--- src/rtl/multi_core_pkg.sv ---
// Shared constants and the run-state enum for the multi-core run controller.
// Optional runCycles port is enabled by defining RUN_CYCLE_COUNT_EN.
package multi_core_pkg;

    localparam int unsigned CORE_COUNT_DEFAULT = 4;
    localparam int unsigned CNT_WIDTH_DEFAULT  = 16;

    typedef enum logic [2:0] {
        IDLE,
        WAIT_READY,
        START,
        RUN,
        FINISH,
        ERROR
    } run_state_t;

endpackage

--- src/rtl/multi_core_run_ctrl_if.sv ---
// Host/core handshake bundle for multi_core_run_ctrl.
// runCycles is present only when RUN_CYCLE_COUNT_EN is defined.
interface multi_core_run_ctrl_if #(
    parameter int unsigned CORE_COUNT = 4,
    parameter int unsigned CNT_WIDTH  = 16
);

    logic                  start;
    logic [CORE_COUNT-1:0] coreReady;
    logic [CORE_COUNT-1:0] coreDone;
    logic                  processStart;
    logic                  busy;
    logic                  allDone;
    logic                  timeout;

`ifdef RUN_CYCLE_COUNT_EN
    logic [CNT_WIDTH-1:0]  runCycles;

    modport master (
        output start, coreReady, coreDone,
        input  processStart, busy, allDone, timeout, runCycles
    );

    modport slave (
        input  start, coreReady, coreDone,
        output processStart, busy, allDone, timeout, runCycles
    );
`else
    modport master (
        output start, coreReady, coreDone,
        input  processStart, busy, allDone, timeout
    );

    modport slave (
        input  start, coreReady, coreDone,
        output processStart, busy, allDone, timeout
    );
`endif

endinterface

--- src/rtl/multi_core_run_ctrl.sv ---
// Run sequencer: waits for all cores ready, broadcasts a start pulse, collects done, aborts on timeout.
// Defining RUN_CYCLE_COUNT_EN adds the runCycles result register/port.
module multi_core_run_ctrl
    import multi_core_pkg::*;
#(
    parameter int unsigned CORE_COUNT     = CORE_COUNT_DEFAULT,
    parameter int unsigned CNT_WIDTH      = CNT_WIDTH_DEFAULT,
    parameter int unsigned TIMEOUT_CYCLES = 1000
) (
    input  logic                 clk,
    input  logic                 rstN,
    multi_core_run_ctrl_if.slave bus
);

    localparam bit                   TIMEOUT_EN   = (TIMEOUT_CYCLES != 0);
    localparam logic [CNT_WIDTH-1:0] TIMEOUT_LAST = CNT_WIDTH'(TIMEOUT_CYCLES - 1);

    run_state_t            state;
    logic [CORE_COUNT-1:0] done_mask;
    logic [CNT_WIDTH-1:0]  run_cnt;
    logic                  process_start_q;
    logic                  busy_q;
    logic                  all_done_q;
    logic                  timeout_q;

    logic [CORE_COUNT-1:0] mask_now;
    logic                  run_complete;
    logic                  run_expired;
    logic [CNT_WIDTH-1:0]  cnt_inc;

    // Completion looks at this cycle's coreDone too, so a single RUN cycle is enough.
    assign mask_now     = done_mask | bus.coreDone;
    assign run_complete = &mask_now;
    assign run_expired  = TIMEOUT_EN && (run_cnt == TIMEOUT_LAST);
    assign cnt_inc      = (&run_cnt) ? run_cnt : run_cnt + 1'b1;

`ifdef RUN_CYCLE_COUNT_EN
    logic [CNT_WIDTH-1:0]  run_cycles_q;

    always_ff @(posedge clk or negedge rstN) begin
        if (!rstN) begin
            run_cycles_q <= '0;
        end else if (state == RUN && (run_complete || run_expired)) begin
            run_cycles_q <= cnt_inc;
        end
    end

    assign bus.runCycles = run_cycles_q;
`endif

    // Outputs are registered alongside the state so they reflect the state being entered.
    always_ff @(posedge clk or negedge rstN) begin
        if (!rstN) begin
            state           <= IDLE;
            done_mask       <= '0;
            run_cnt         <= '0;
            process_start_q <= 1'b0;
            busy_q          <= 1'b0;
            all_done_q      <= 1'b0;
            timeout_q       <= 1'b0;
        end else begin
            process_start_q <= 1'b0;
            all_done_q      <= 1'b0;
            case (state)
                IDLE: begin
                    if (bus.start) begin
                        state  <= WAIT_READY;
                        busy_q <= 1'b1;
                    end
                end
                WAIT_READY: begin
                    if (&bus.coreReady) begin
                        state           <= START;
                        process_start_q <= 1'b1;
                    end
                end
                START: begin
                    state     <= RUN;
                    done_mask <= '0;
                    run_cnt   <= '0;
                end
                RUN: begin
                    done_mask <= mask_now;
                    run_cnt   <= cnt_inc;
                    if (run_complete) begin
                        state      <= FINISH;
                        all_done_q <= 1'b1;
                    end else if (run_expired) begin
                        state     <= ERROR;
                        busy_q    <= 1'b0;
                        timeout_q <= 1'b1;
                    end
                end
                FINISH: begin
                    state  <= IDLE;
                    busy_q <= 1'b0;
                end
                ERROR: begin
                    if (bus.start) begin
                        state     <= WAIT_READY;
                        busy_q    <= 1'b1;
                        timeout_q <= 1'b0;
                    end
                end
                default: begin
                    state  <= IDLE;
                    busy_q <= 1'b0;
                end
            endcase
        end
    end

    assign bus.processStart = process_start_q;
    assign bus.busy         = busy_q;
    assign bus.allDone      = all_done_q;
    assign bus.timeout      = timeout_q;

endmodule

--- src/flat_wrapper.sv ---
// flat-port wrapper written by rule: the top's interface ports become plain ports
module multi_core_run_ctrl_flat import multi_core_pkg::*;
#(
    parameter int unsigned CORE_COUNT     = CORE_COUNT_DEFAULT,
    parameter int unsigned CNT_WIDTH      = CNT_WIDTH_DEFAULT,
    parameter int unsigned TIMEOUT_CYCLES = 1000
)
  (clk, rstN, bus_start, bus_coreReady, bus_coreDone, bus_processStart, bus_busy, bus_allDone, bus_timeout);
  multi_core_run_ctrl_if #(.CORE_COUNT(CORE_COUNT), .CNT_WIDTH(CNT_WIDTH)) bus_i ();
  input  logic clk;
  input  logic rstN;
  input wire logic [$bits(bus_i.start)-1:0] bus_start;
  input wire logic [$bits(bus_i.coreReady)-1:0] bus_coreReady;
  input wire logic [$bits(bus_i.coreDone)-1:0] bus_coreDone;
  output wire logic [$bits(bus_i.processStart)-1:0] bus_processStart;
  output wire logic [$bits(bus_i.busy)-1:0] bus_busy;
  output wire logic [$bits(bus_i.allDone)-1:0] bus_allDone;
  output wire logic [$bits(bus_i.timeout)-1:0] bus_timeout;
  assign bus_i.start = bus_start;
  assign bus_i.coreReady = bus_coreReady;
  assign bus_i.coreDone = bus_coreDone;
  assign bus_processStart = bus_i.processStart;
  assign bus_busy = bus_i.busy;
  assign bus_allDone = bus_i.allDone;
  assign bus_timeout = bus_i.timeout;
  multi_core_run_ctrl #(.CORE_COUNT(CORE_COUNT), .CNT_WIDTH(CNT_WIDTH), .TIMEOUT_CYCLES(TIMEOUT_CYCLES)) u_core (.clk(clk), .rstN(rstN), .bus(bus_i));
endmodule
--- config.mk ---
export PLATFORM = sky130hd
export DESIGN_NAME = multi_core_run_ctrl_flat
export DESIGN_NICKNAME = d
export VERILOG_FILES = /design/src/rtl/multi_core_pkg.sv /design/src/rtl/multi_core_run_ctrl_if.sv /design/src/rtl/multi_core_run_ctrl.sv /design/src/flat_wrapper.sv
export SDC_FILE = /design/constraint.sdc
export NUM_CORES = 1
export LEC_CHECK = 0
export CAP_MARGIN = 5
export CORE_MARGIN = 3
export CORE_UTILIZATION = 32
export DETAILED_ROUTE_END_ITERATION = 6
export SLEW_MARGIN = 10
export SYNTH_ARGS = -nofsm -noshare
export SYNTH_HDL_FRONTEND = slang
export SYNTH_SLANG_ARGS = --single-unit
--- constraint.sdc ---
create_clock -name clk -period 3.4 [get_ports clk]
set_clock_uncertainty 0.15 [all_clocks]
set_input_delay 1.02 -clock clk [delete_from_list [all_inputs] [get_ports clk]]
set_output_delay 1.02 -clock clk [all_outputs]
set_load 0.005 [all_outputs]
==> results.sh <==
export IMPL_first_pass_iters=4
export IMPL_grt_start_max_net_pins=28
export IMPL_hp_class="register to register"
export IMPL_ys_warnings_count=0
export IMPL_cts_sinks=27
export IMPL_initial_core_util_pct=34.4
export IMPL_avgViaCountPerCell=5.94
export IMPL_finalSetupTns_ns=0
export IMPL_startpoint_type="register"
export IMPL_fmax_mhz=426
export IMPL_netlist_cell_type_count=47
export IMPL_syn_num_nets=180
export IMPL_fin_nets=193
export IMPL_power_density_nw_per_um2=564
export IMPL_hold_viol_final=0
export IMPL_cts_hold_buffers_added=0
export IMPL_crit_type="register to output port"
export IMPL_crit_buf_inv=1
export IMPL_slew_headroom_pct=50.9
export IMPL_cts_made_buffers=3
export IMPL_ys_flop_type="dfrtp_1"
export IMPL_insertion_delay_ns=0.28
export IMPL_tritoncts="yes"
export IMPL_antenna_found_initial=0
export IMPL_die_h_um=75.9
export IMPL_drive_gt1_share_pct=8.89
export IMPL_vias=1456
export IMPL_synth_most_common_cell="dfrtp_1"
export IMPL_cpMaxStageDelayCell="clkdlybuf4s50_1"
export IMPL_die_x_um=75.9
export IMPL_cpPeakStageDelay_ns=0.51
export IMPL_area_growth_pct=15.6
export IMPL_portBuffers=14
export IMPL_ys_ff_latch=27
export IMPL_die_area_um2=5750
export IMPL_yosysTopAreaCellShare_pct=43.3
export IMPL_grt_pass1_wl_mm=6.64
export IMPL_max_vdd_ir_drop_uv=309
export IMPL_overflow=0
export IMPL_synthTopCellsByArea="dfrtp_1, nand4_1, or4_1, a21oi_1, o21ai_0"
export IMPL_crit_arrival_ns=1.18
export IMPL_drv_cap=0
export IMPL_total_power_mw=1.02
export IMPL_synth_edf_count=0
export IMPL_worstMarginPinSlew_ns=0.730
export IMPL_wirelength_mm=3.95
export IMPL_io_pins=15
export IMPL_postRouteAntennaNets=0
export IMPL_path_max_fanout=3
export IMPL_cts_repair_resized=0
export IMPL_avgSynthCellArea_um2=9.29
export IMPL_cts_htree_levels=1
export IMPL_end_kind="output port"
export IMPL_fp_coreArea_um2=4530
export IMPL_place_congestion=0.963
export IMPL_syn_inst=168
export IMPL_wl_per_cell_um=16.1
export IMPL_cts_buffer_depth=2
export IMPL_drt_initial_drc_count=178
export IMPL_antenna_cells=0
export IMPL_final_setup_viol_count=0
export IMPL_synthArstFlopShare_pct=100
export IMPL_rsz0062_at_grt="false"
export IMPL_fin_crit_sh_pct=69.1
export IMPL_finalCriticalPeriod_ns=2.35
export IMPL_clk_pin_slew_ns=0.10
export IMPL_fp_row_count=24
export IMPL_slew_violations=0
export IMPL_post_cts_buffers=0
export IMPL_critPathRequiredTime_ns=2.23
export IMPL_grt_pass1_vias=1348
export IMPL_grt_usage_pct=14.9
export IMPL_ys_seq_area_share_pct=43.3
export IMPL_yosys_top_cells_count="dfrtp_1, nand2_1, a21oi_1, o21ai_0, nand4_1"
export IMPL_crit_chain="clkdlybuf4s50_1"
export IMPL_ctsRootBufferMaster="clkbuf_8"
export IMPL_syn_area_um2=1560
export IMPL_synth_top_area_cell="dfrtp_1"
export IMPL_hpwl_mm=2.77
export IMPL_p_leak_nw=0.688
export IMPL_critPathTopFamily="buffers and inverters"
export IMPL_status="complete, no violations"
export IMPL_drc=0
## cell families after synthesis
family                     count (synthesis)  share of synthesized area (%)
AOI/OAI and AO/OA                         47                           20.3
adders and majority gates                  1                          0.801
buffers and inverters                     14                           4.17
DFF                                       27                           43.3
muxes                                      4                           2.56
and+or+nand+nor                           75                           28.9
## registers in the layout (all words and copies together), names as in the netlist
| signal | flops |
|---|---|
| u_core.run_cnt | 16 |
| u_core.bus.timeout | 1 |
| u_core.bus.busy | 1 |
| u_core.done_mask | 4 |
| u_core.state | 3 |
| u_core.bus.allDone | 1 |
| u_core.bus.processStart | 1 |
## through the flow
stage          area, um^2  hold slack [ns]  instances  util, %  setup slack, ns
2_1_floorplan        1560            0.313        168        -             1.45
3_3_place_gp         1760            0.341        241     38.8            0.933
3_5_place_dp         1760            0.356        241     38.8            0.916
4_1_cts              1810            0.376        245     39.8             1.05
5_1_grt              1810            0.405        245     39.8            0.974
6_report             1810            0.368        245     39.8             1.05
## cell type report
| cell class | instances | area (um^2) |
|---|---|---|
| Fill cell | 444 | 2730 |
| Multi-Input combinational cell | 127 | 821 |
| Sequential cell | 27 | 676 |
| Timing Repair Buffer | 17 | 163 |
| Tap cell | 65 | 81.3 |
| Clock buffer | 3 | 41.3 |
| Inverter | 5 | 18.8 |
| Clock inverter | 1 | 5.00 |
## power by group
part | switching (mW) | internal [mW] | leakage (nW)
Combinational | 0.195 | 0.137 | 0.315
Sequential | 0.102 | 0.391 | 0.348
Clock | 0.111 | 0.0825 | 0.0255
## path summary, 6_finish.rpt
check                               startpoint             endpoint  slack [ns]  cells after the start
min in group asynchronous                 rstN    u_core.run_cnt[0]        0.96                      2
hold reg to reg            u_core.done_mask[2]  u_core.done_mask[2]        0.37                      2
hold / removal             u_core.done_mask[2]  u_core.done_mask[2]        0.37                      2
setup reg to reg               u_core.state[0]    u_core.run_cnt[9]        1.13                      4
setup / recovery               u_core.bus.busy             bus_busy        1.05                      1
max in group asynchronous                 rstN    u_core.run_cnt[7]        1.86                      2
## worst register-to-register path: stages, from the launching register on
cell,delay (ns)
dfrtp_1,0.67
clkinv_1,0.42
nor3_1,0.26
or4b_2,0.60
nand3_1,0.10
## layer usage
layer  track usage (%)  vias to the layer above  share of wire [%]
met5                 0                        -                  0
met4              4.47                        0                1.3
met3              2.64                        7                4.9
met2              23.3                       49                 50
met1              21.1                      720                 44
li1                  -                      680                  -
## placed cells by master (no fill, tap or decap), drive strengths merged, types with 3 or more instances in the layout
master         instances
mux2i                  4
a21oi                 12
buf                    3
o31ai                  6
nor2                  10
nand3                  8
nand2                 14
and3                   3
o21ai                 12
nand4                 12
clkdlybuf4s50         14
clkbuf                 3
inv                    4
or4                    9
dfrtp                 27
nor3                   3
nor4                   4
Note: power is estimated with default switching activity, not from simulation.
